## src/rtl/arb_client_driver.sv

```systemverilog
`default_nettype none
// ============================================================================
// Module      : arb_client_driver
// Description : Requester-side driver for the arbiter with on-the-fly checks
//               of the grant-side protocol.
// Revision    : 1.0 - initial release
// ============================================================================
module arb_client_driver #(
    parameter int PORTS   = 4,
    parameter int LEN_W   = 8,
    parameter int TIMEOUT = 256,
    parameter int TO_W    = 16
) (
    input  logic                     clk,
    input  logic                     rst,
    input  logic [PORTS-1:0]         cmd_valid,
    output logic [PORTS-1:0]         cmd_ready,
    input  logic [PORTS*LEN_W-1:0]   cmd_len,
    output logic [PORTS-1:0]         request,
    output logic [PORTS-1:0]         acknowledge,
    input  logic [PORTS-1:0]         grant,
    input  logic                     grant_valid,
    input  logic [$clog2(PORTS)-1:0] grant_encoded,
    output logic [PORTS-1:0]         done,
    output logic [PORTS-1:0]         timeout_err,
    output logic                     proto_err
);

    localparam logic [1:0]       c_ST_IDLE = 2'd0;
    localparam logic [1:0]       c_ST_REQ  = 2'd1;
    localparam logic [1:0]       c_ST_BUSY = 2'd2;
    localparam logic [1:0]       c_ST_ACK  = 2'd3;
    localparam logic             c_TO_EN   = (TIMEOUT != 0);
    localparam logic [TO_W-1:0]  c_TO_LAST = TO_W'(TIMEOUT - 1);
    localparam logic [PORTS-1:0] c_ONE     = PORTS'(1);

    logic [PORTS-1:0] w_orphan_grant;
    logic [PORTS-1:0] w_busy_drop;

    generate
        for (genvar gi = 0; gi < PORTS; gi++) begin : g_port
            logic [1:0]       r_state;
            logic [1:0]       w_state_nxt;
            logic [LEN_W-1:0] r_len;
            logic [LEN_W-1:0] r_hold;
            logic [TO_W-1:0]  r_wait;
            logic             r_req;
            logic             r_req_prev;
            logic             r_ack;
            logic             r_to;

            always_comb begin
                w_state_nxt = r_state;
                case (r_state)
                    c_ST_IDLE: if (cmd_valid[gi])   w_state_nxt = c_ST_REQ;
                    c_ST_REQ:  if (grant[gi])       w_state_nxt = c_ST_BUSY;
                    c_ST_BUSY: if (r_hold == '0)    w_state_nxt = c_ST_ACK;
                    c_ST_ACK:                       w_state_nxt = c_ST_IDLE;
                    default:                        w_state_nxt = c_ST_IDLE;
                endcase
            end

            always_ff @(posedge clk or negedge rst) begin
                if (!rst) begin
                    r_state    <= c_ST_IDLE;
                    r_len      <= '0;
                    r_hold     <= '0;
                    r_wait     <= '0;
                    r_req      <= 1'b0;
                    r_req_prev <= 1'b0;
                    r_ack      <= 1'b0;
                    r_to       <= 1'b0;
                end else begin
                    r_state    <= w_state_nxt;
                    r_req_prev <= r_req;
                    // Outputs are registered from the next state so they line up with it.
                    r_req      <= (w_state_nxt == c_ST_REQ) || (w_state_nxt == c_ST_BUSY);
                    r_ack      <= (w_state_nxt == c_ST_ACK);
                    if (r_state == c_ST_IDLE && cmd_valid[gi]) begin
                        r_len  <= cmd_len[gi*LEN_W +: LEN_W];
                        r_wait <= '0;
                    end
                    if (r_state == c_ST_REQ) begin
                        if (r_wait != '1) r_wait <= r_wait + 1'b1;
                        // A grant in the same cycle does not suppress the timeout flag.
                        if (c_TO_EN && r_wait == c_TO_LAST) r_to <= 1'b1;
                        if (grant[gi]) r_hold <= r_len;
                    end
                    if (r_state == c_ST_BUSY && r_hold != '0) r_hold <= r_hold - 1'b1;
                end
            end

            assign cmd_ready[gi]      = (r_state == c_ST_IDLE);
            assign request[gi]        = r_req;
            assign acknowledge[gi]    = r_ack;
            assign done[gi]           = r_ack;
            assign timeout_err[gi]    = r_to;
            // Grant may trail the request drop by one cycle before it counts as orphaned.
            assign w_orphan_grant[gi] = grant[gi] & ~r_req & ~r_req_prev;
            assign w_busy_drop[gi]    = (r_state == c_ST_BUSY) & ~grant[gi];
        end
    endgenerate

    logic w_multi_hot;
    logic w_valid_bad;
    logic w_enc_bad;
    logic w_err;
    logic r_proto_err;

    assign w_multi_hot = |(grant & (grant - c_ONE));
    assign w_valid_bad = grant_valid != (|grant);
    assign w_enc_bad   = grant_valid && (grant != (c_ONE << grant_encoded));
    assign w_err       = w_multi_hot | w_valid_bad | w_enc_bad |
                         (|w_orphan_grant) | (|w_busy_drop);

    always_ff @(posedge clk or negedge rst) begin
        if (!rst) r_proto_err <= 1'b0;
        else      r_proto_err <= r_proto_err | w_err;
    end

    assign proto_err = r_proto_err;

endmodule
`default_nettype wire

```

## config.mk

```make
export PLATFORM = sky130hd
export DESIGN_NAME = arb_client_driver
export DESIGN_NICKNAME = d
export VERILOG_FILES = /design/src/rtl/arb_client_driver.sv
export SDC_FILE = /design/constraint.sdc
export NUM_CORES = 1
export LEC_CHECK = 0
export ABC_AREA = 1
export BUFFER_PORTS_ARGS = -buffer_cell sky130_fd_sc_hd__buf_2
export CAP_MARGIN = 30
export CORE_MARGIN = 1.5
export CORE_UTILIZATION = 61
export CTS_CLUSTER_SIZE = 20
export DETAILED_ROUTE_END_ITERATION = 8
export HOLD_SLACK_MARGIN = 0.08
export PLACE_DENSITY = 0.86
export SLEW_MARGIN = 20
export SYNTH_ARGS = -nofsm -noshare
export SYNTH_HDL_FRONTEND = slang
export SYNTH_SLANG_ARGS = --single-unit
```

## constraint.sdc

```tcl
create_clock -name clk -period 2.1 [get_ports clk]
set_clock_uncertainty 0.2 [all_clocks]
set_input_delay 0.105 -clock clk [delete_from_list [all_inputs] [get_ports clk]]
set_output_delay 0.105 -clock clk [all_outputs]
set_load 0.02 [all_outputs]
```

# Word level (Yosys, flattened, before mapping)
# Cells that the tools add are included.
# Widths: inputs -> output; s select.
# op_classes
n_addsub,9
eq_ne,34
shift,1
muxes,40
n_bitwise,30
n_reduce_logical,45
# op_table
op,n
$mux 16,12
$mux 8,12
$add 16x1->16 const B,4
$eq 16x8->1 const B,4
$ne 16x16->1 const B,4
$eq 2x2->1 const B,16
$logic_not 8->1,4
$pmux 2 s4,4
$reduce_bool 8->1,4
$sub 8x1->8 const B,4
$mux 2,12
$eq 2x1->1 const B,8
$reduce_and 2->1,8
$reduce_bool 2->1,8
$reduce_or 4->1,4
$and 1x1->1,12
$not 1->1,12
$logic_and 1x1->1,9
$logic_not 2->1,4
$or 1x1->1,5
$and 4x4->4,1
$logic_or 1x1->1,4
$ne 4x4->1,1
$shl 1x2->4 const A,1
other kinds (2),2
# totals
regBits,153
inputBits,45
word_cells,192

# Logic depth before layout (Yosys ltp)
# depth
word_depth,8
mapped_depth,11

# Least setup slack after synthesis
# No wires, ideal clock.
# synth_path
path_type,register to register
startpoint,register g_port[1].r_state[0]
endpoint,register g_port[1].r_req
setup_ns,0.126
t_arrival_ns,1.576
t_required_ns,1.774
path_slack_ns,0.198
stages_incl_launch_ff,7
path_buffers,2
cell_sequence,dfrtp_1 nor2_1 nand2_1 clkbuf_1 buf_2 o221ai_1 ha_1
# synth_via
elab_chain_cells,4
elab_cells_between_ends,11
cone_classes,eq/ne (5); mux (4); reduce/logical (2)
# synth_lines
item,line_no,text
from (decl),42,logic [1:0] r_state;
from (signal assigned),65,r_state <= c_ST_IDLE;
from (signal assigned),74,r_state <= w_state_nxt;
$logic_not 2->1 (*),-,
via cmd_ready[1],17,"output logic [PORTS-1:0] cmd_ready,"
$pmux 2 s4 (*),54,case (r_state)
via g_port[1].w_state_nxt[0],43,logic [1:0] w_state_nxt;
$eq 2x1->1 / $eq 2x2->1 (equally long branches),77,r_req <= (w_state_nxt == c_ST_REQ) || (w_state_nxt == c_ST_BUSY);
$logic_or 1x1->1 (*),77,
to (signal assigned),77,
to (decl),47,logic r_req;
# Mark *: on every way through the listed nets, which the timed path passes. The rest lies on a longest branch.
# A chain may end at the register's enable or synchronous reset.

# Worst setup path after layout
# layout_path
startpoint,register g_port[1].r_wait[0]
endpoint,register g_port[1].r_wait[7]
# layout_via
elab_chain_cells,3
elab_cells_between_ends,4
cone_classes,add/sub (1); eq/ne (1); mux (2)
# layout_lines
item,line_no,text
from (decl),46,logic [TO_W-1:0] r_wait;
from (signal assigned),84,if (r_wait != '1) r_wait <= r_wait + 1'b1;
$add 16x1->16 / $ne 16x16->1 (equally long branches),84,
$mux 16 (*),84,
$mux 16 (*),83,if (r_state == c_ST_REQ) begin
# Every way passes the cells marked *; elsewhere a longest branch is shown, timed or not.

==> run_results.csv <==
group,metric,value,unit
global_routing,grt_first_pass_wirelength,34.3,mm
drt,drt_pre_antenna_iters,6,
critical_path,startpoint,"g_port[1].r_wait[0]$_DFF_PN0_",
finish,fin_cells,1439,
critical_path,r2r_start,"g_port[1].r_wait[0]$_DFF_PN0_",
placement,dpl_cell_area,8990,µm²
placement,place_congestion,0.914,
yosys,synthXorXnorAreaFrac,2.60,%
clocking,clock_latency,0.42,ns
yosys,synth_nets,1174,
finish,layout-drive-gt1-share,13.9,%
power,leakage,5.04,nW
yosys,synth-warning-count,0,
critical_path,required,2.20,ns
timing,setup_viol,0,
power,swShare,38.5,%
clocking,cts_root_buf,"clkbuf_16",
yosys,synth_top_family_by_area,"simple AND/OR/NAND/NOR gates",
power,pwr-share-clk,26.6,%
worst_hold_path,hp-class,"primary input to flop",
clocking,cts_made_buffers,17,
drt,wl_per_cell,14.3,µm
yosys,synthMuxAreaShare,0,%
power,comb_power_share,36.1,%
job,maxCapViolCount,0,
critical_path,path_max_fanout,10,
drt,met1_length,8.86,mm
finish,utilization,76.5,%
critical_path,crit_chain,"ha_2 -> nand2_1 -> nor2_1 -> nand2_2 -> nor2_4 -> nand2_2 -> nand2_4 -> nor2_1 -> nand2_1 -> o21ai_1",
yosys,synthAdderAreaFrac,1.78,%
yosys,synth_compound_area_share,9.54,%
drt,vias,7857,
yosys,seq_area_frac_synth,45.5,%
placement,pre_cts_ws,0.166,ns
yosys,avgSynthCellArea,7.54,µm²
timing,min_period,2.03,ns
power,power.density,1180,nW/µm²
drt,top_layer,"met4",
timing,finalSetupTns,0,ns
critical_path,arrival,2.13,ns
yosys,yosys.area_share.simple,32.4,%
finish,syn2layout_area_growth,21.3,%
timing,slew_viol_final,0,
clocking,postCtsSetupBuffers,0,
timing,fin_ws,0.0704,ns
power,p_seq_share,37.3,%
timing,rsz0062_at_grt,"false",
timing,fin_crit_sh,96.6,%
placement,dp_cells,1351,
drt,wl_met2,10.2,mm
die,start_util,63.1,%
timing,worstMarginPinSlew,0.518,ns
drt,met3RoutedLength,1.03,mm
power,finalPower,12.0,mW
drt,wl,20.6,mm
drt,drc,0,
clocking,cts.sinks,153,
critical_path,reg2reg_depth,10,
timing,max_freq,493,MHz
finish,layout.nets,1307,
drt,via_per_inst,5.46,
yosys,synth_area,8420,µm²
yosys,synthCells,1117,
global_routing,first_global_vias,7541,
critical_path,cpPeakStageDelay,0.40,ns
clocking,path_clk_slew,0.06,ns
yosys,synth_edf_count,0,
critical_path,worstSetupPathType,"flop to flop",
critical_path,critPathLaunchType,"flop",
die,dieArea,14500,µm²
yosys,async_flop_share,100,%
global_routing,grt_max_degree,43,
clocking,cts_tree,"built",
finish,diodes,0,
placement,dp_hpwl,13.6,mm
yosys,synth_cell_types,40,
timing,hold_violations,0,
clocking,cts_buffer_depth,2,
timing,slew_headroom,65.2,%
timing,whs,0.0798,ns
die,coreArea,13300,µm²
power,vdd_drop_max,846,µV
clocking,htree_levels,4,
die,dieHeight,121,µm
worst_hold_path,min_delay_path_depth,4,
global_routing,track_usage,29.7,%
global_routing,grt_overflow,0,
placement,port_buffers,65,
die,io_pins,66,
die,row_count,42,
die,die_width,121,µm
finish,design_area,10200,µm²
yosys,synth-seq-cells,153,
power,p_sw,4.62,mW
drt,drtAntennaViolNets,0,
power,cell_internal_pwr,7.39,mW
critical_path,worstSetupEndpointType,"flop",
drt,first_iter_violations,833,
worst_hold_path,holdCritStartpoint,"cmd_valid[2]",
global_routing,grt_antenna_before_repair,0,
yosys,synthFlopType,"dfrtp_1",
status,outcome,"finished clean",
critical_path,crit_slowest_cell,"dfrtp_1",
[per-layer routing]
layer,track usage (%),up-vias
met5,0,-
met4,11.4,0
met3,5.80,48
met2,51.1,265
met1,37.1,3673
li1,-,3871
[cell families after synthesis]
family / Yosys count
AO/OA/AOI/OAI: 141
XOR/XNOR: 25
adder cells (fa/ha/maj): 12
buffers and inverters: 165
flip-flops: 153
AND/OR/NAND/NOR: 621
[cell type report]
| type | instances | area, µm² |
|---|---|---|
| tap | 176 | 220 |
| multi-input combinational | 799 | 3940 |
| inverter | 134 | 503 |
| timing repair buffer | 145 | 1100 |
| fill | 916 | 3130 |
| clock inverter | 10 | 139 |
| sequential | 153 | 3830 |
| clock buffer | 22 | 484 |
[timing repair]
action	4_1_cts	5_1_grt
endpoints found under the setup margin	0	26
hold buffers	56	0
resized for setup	0	14
hold endpoints to repair	230	0
[cells in the final DEF (no fill, tap or decap), types with 7 or more instances in the layout]
cell type | netlist | routed
buf_2 | 6 | 64
buf_4 | 16 | 21
clkbuf_16 | 0 | 17
dfrtp_1 | 153 | 153
dlygate4sd3_1 | 0 | 56
ha_1 | 12 | 11
inv_1 | 127 | 126
inv_2 | 7 | 8
nand2_1 | 310 | 307
nand2_2 | 8 | 11
nand3_1 | 101 | 101
nand4_1 | 20 | 20
nor2_1 | 126 | 122
nor2_2 | 12 | 12
nor2_4 | 4 | 8
nor3_1 | 14 | 14
o211ai_1 | 12 | 12
o21a_1 | 8 | 8
o21ai_0 | 90 | 90
o21ai_1 | 7 | 7
xnor2_1 | 10 | 10
xor2_1 | 15 | 15
[synthesized netlist by cell type, types with 10 or more instances]
| library cell | n | area share [%] |
|---|---|---|
| buf_4 | 16 | 1.4 |
| dfrtp_1 | 153 | 45 |
| ha_1 | 12 | 1.8 |
| inv_1 | 127 | 5.7 |
| nand2_1 | 310 | 14 |
| nand3_1 | 101 | 6.0 |
| nand4_1 | 20 | 1.5 |
| nor2_1 | 126 | 5.6 |
| nor2_2 | 12 | 0.89 |
| nor3_1 | 14 | 0.83 |
| o211ai_1 | 12 | 1.1 |
| o21ai_0 | 90 | 5.3 |
| xnor2_1 | 10 | 1.0 |
| xor2_1 | 15 | 1.6 |
[path summary, 6_finish.rpt]
| check | end | slack (ns) |
|---|---|---|
| hold / removal | g_port[2].r_len[0]$_DFFE_PN0P_ | 0.08 |
| setup / recovery | g_port[1].r_wait[7]$_DFF_PN0_ | 0.07 |
| setup reg to reg | g_port[1].r_wait[7]$_DFF_PN0_ | 0.07 |
| min in group asynchronous | g_port[2].r_hold[3]$_DFFE_PN0P_ | 0.51 |
| hold reg to reg | g_port[1].r_req_prev$_DFF_PN0_ | 0.20 |
| max in group asynchronous | g_port[1].r_state[1]$_DFF_PN0_ | 0.56 |
[worst max-delay path: cells and delay by family, from the launching register on]
kind	cells	cell delay (ns)
AOI/OAI and AO/OA	1	0.08
adders and majority gates	1	0.23
DFF	1	0.40
and+or+nand+nor	8	1.01
[sequential cells by signal, summed over array words and instances (netlist names)]
register / flops
g_port.r_len: 32
g_port.r_req_prev: 4
g_port.r_ack: 4
g_port.r_hold: 32
proto_err: 1
g_port.r_state: 8
g_port.r_req: 4
g_port.r_to: 4
g_port.r_wait: 64
[power by group through the flow]
stage / Combinational, mW / Sequential, mW / Clock, mW
floorplan: 2.97 / 4.29 / 0
global placement: 3.82 / 4.42 / 0
detailed placement: 3.97 / 4.45 / 0
CTS: 4.20 / 4.43 / 3.23
global route: 4.85 / 4.57 / 3.36
finish: 4.33 / 4.48 / 3.20
Note: power is estimated with default switching activity, not from simulation.
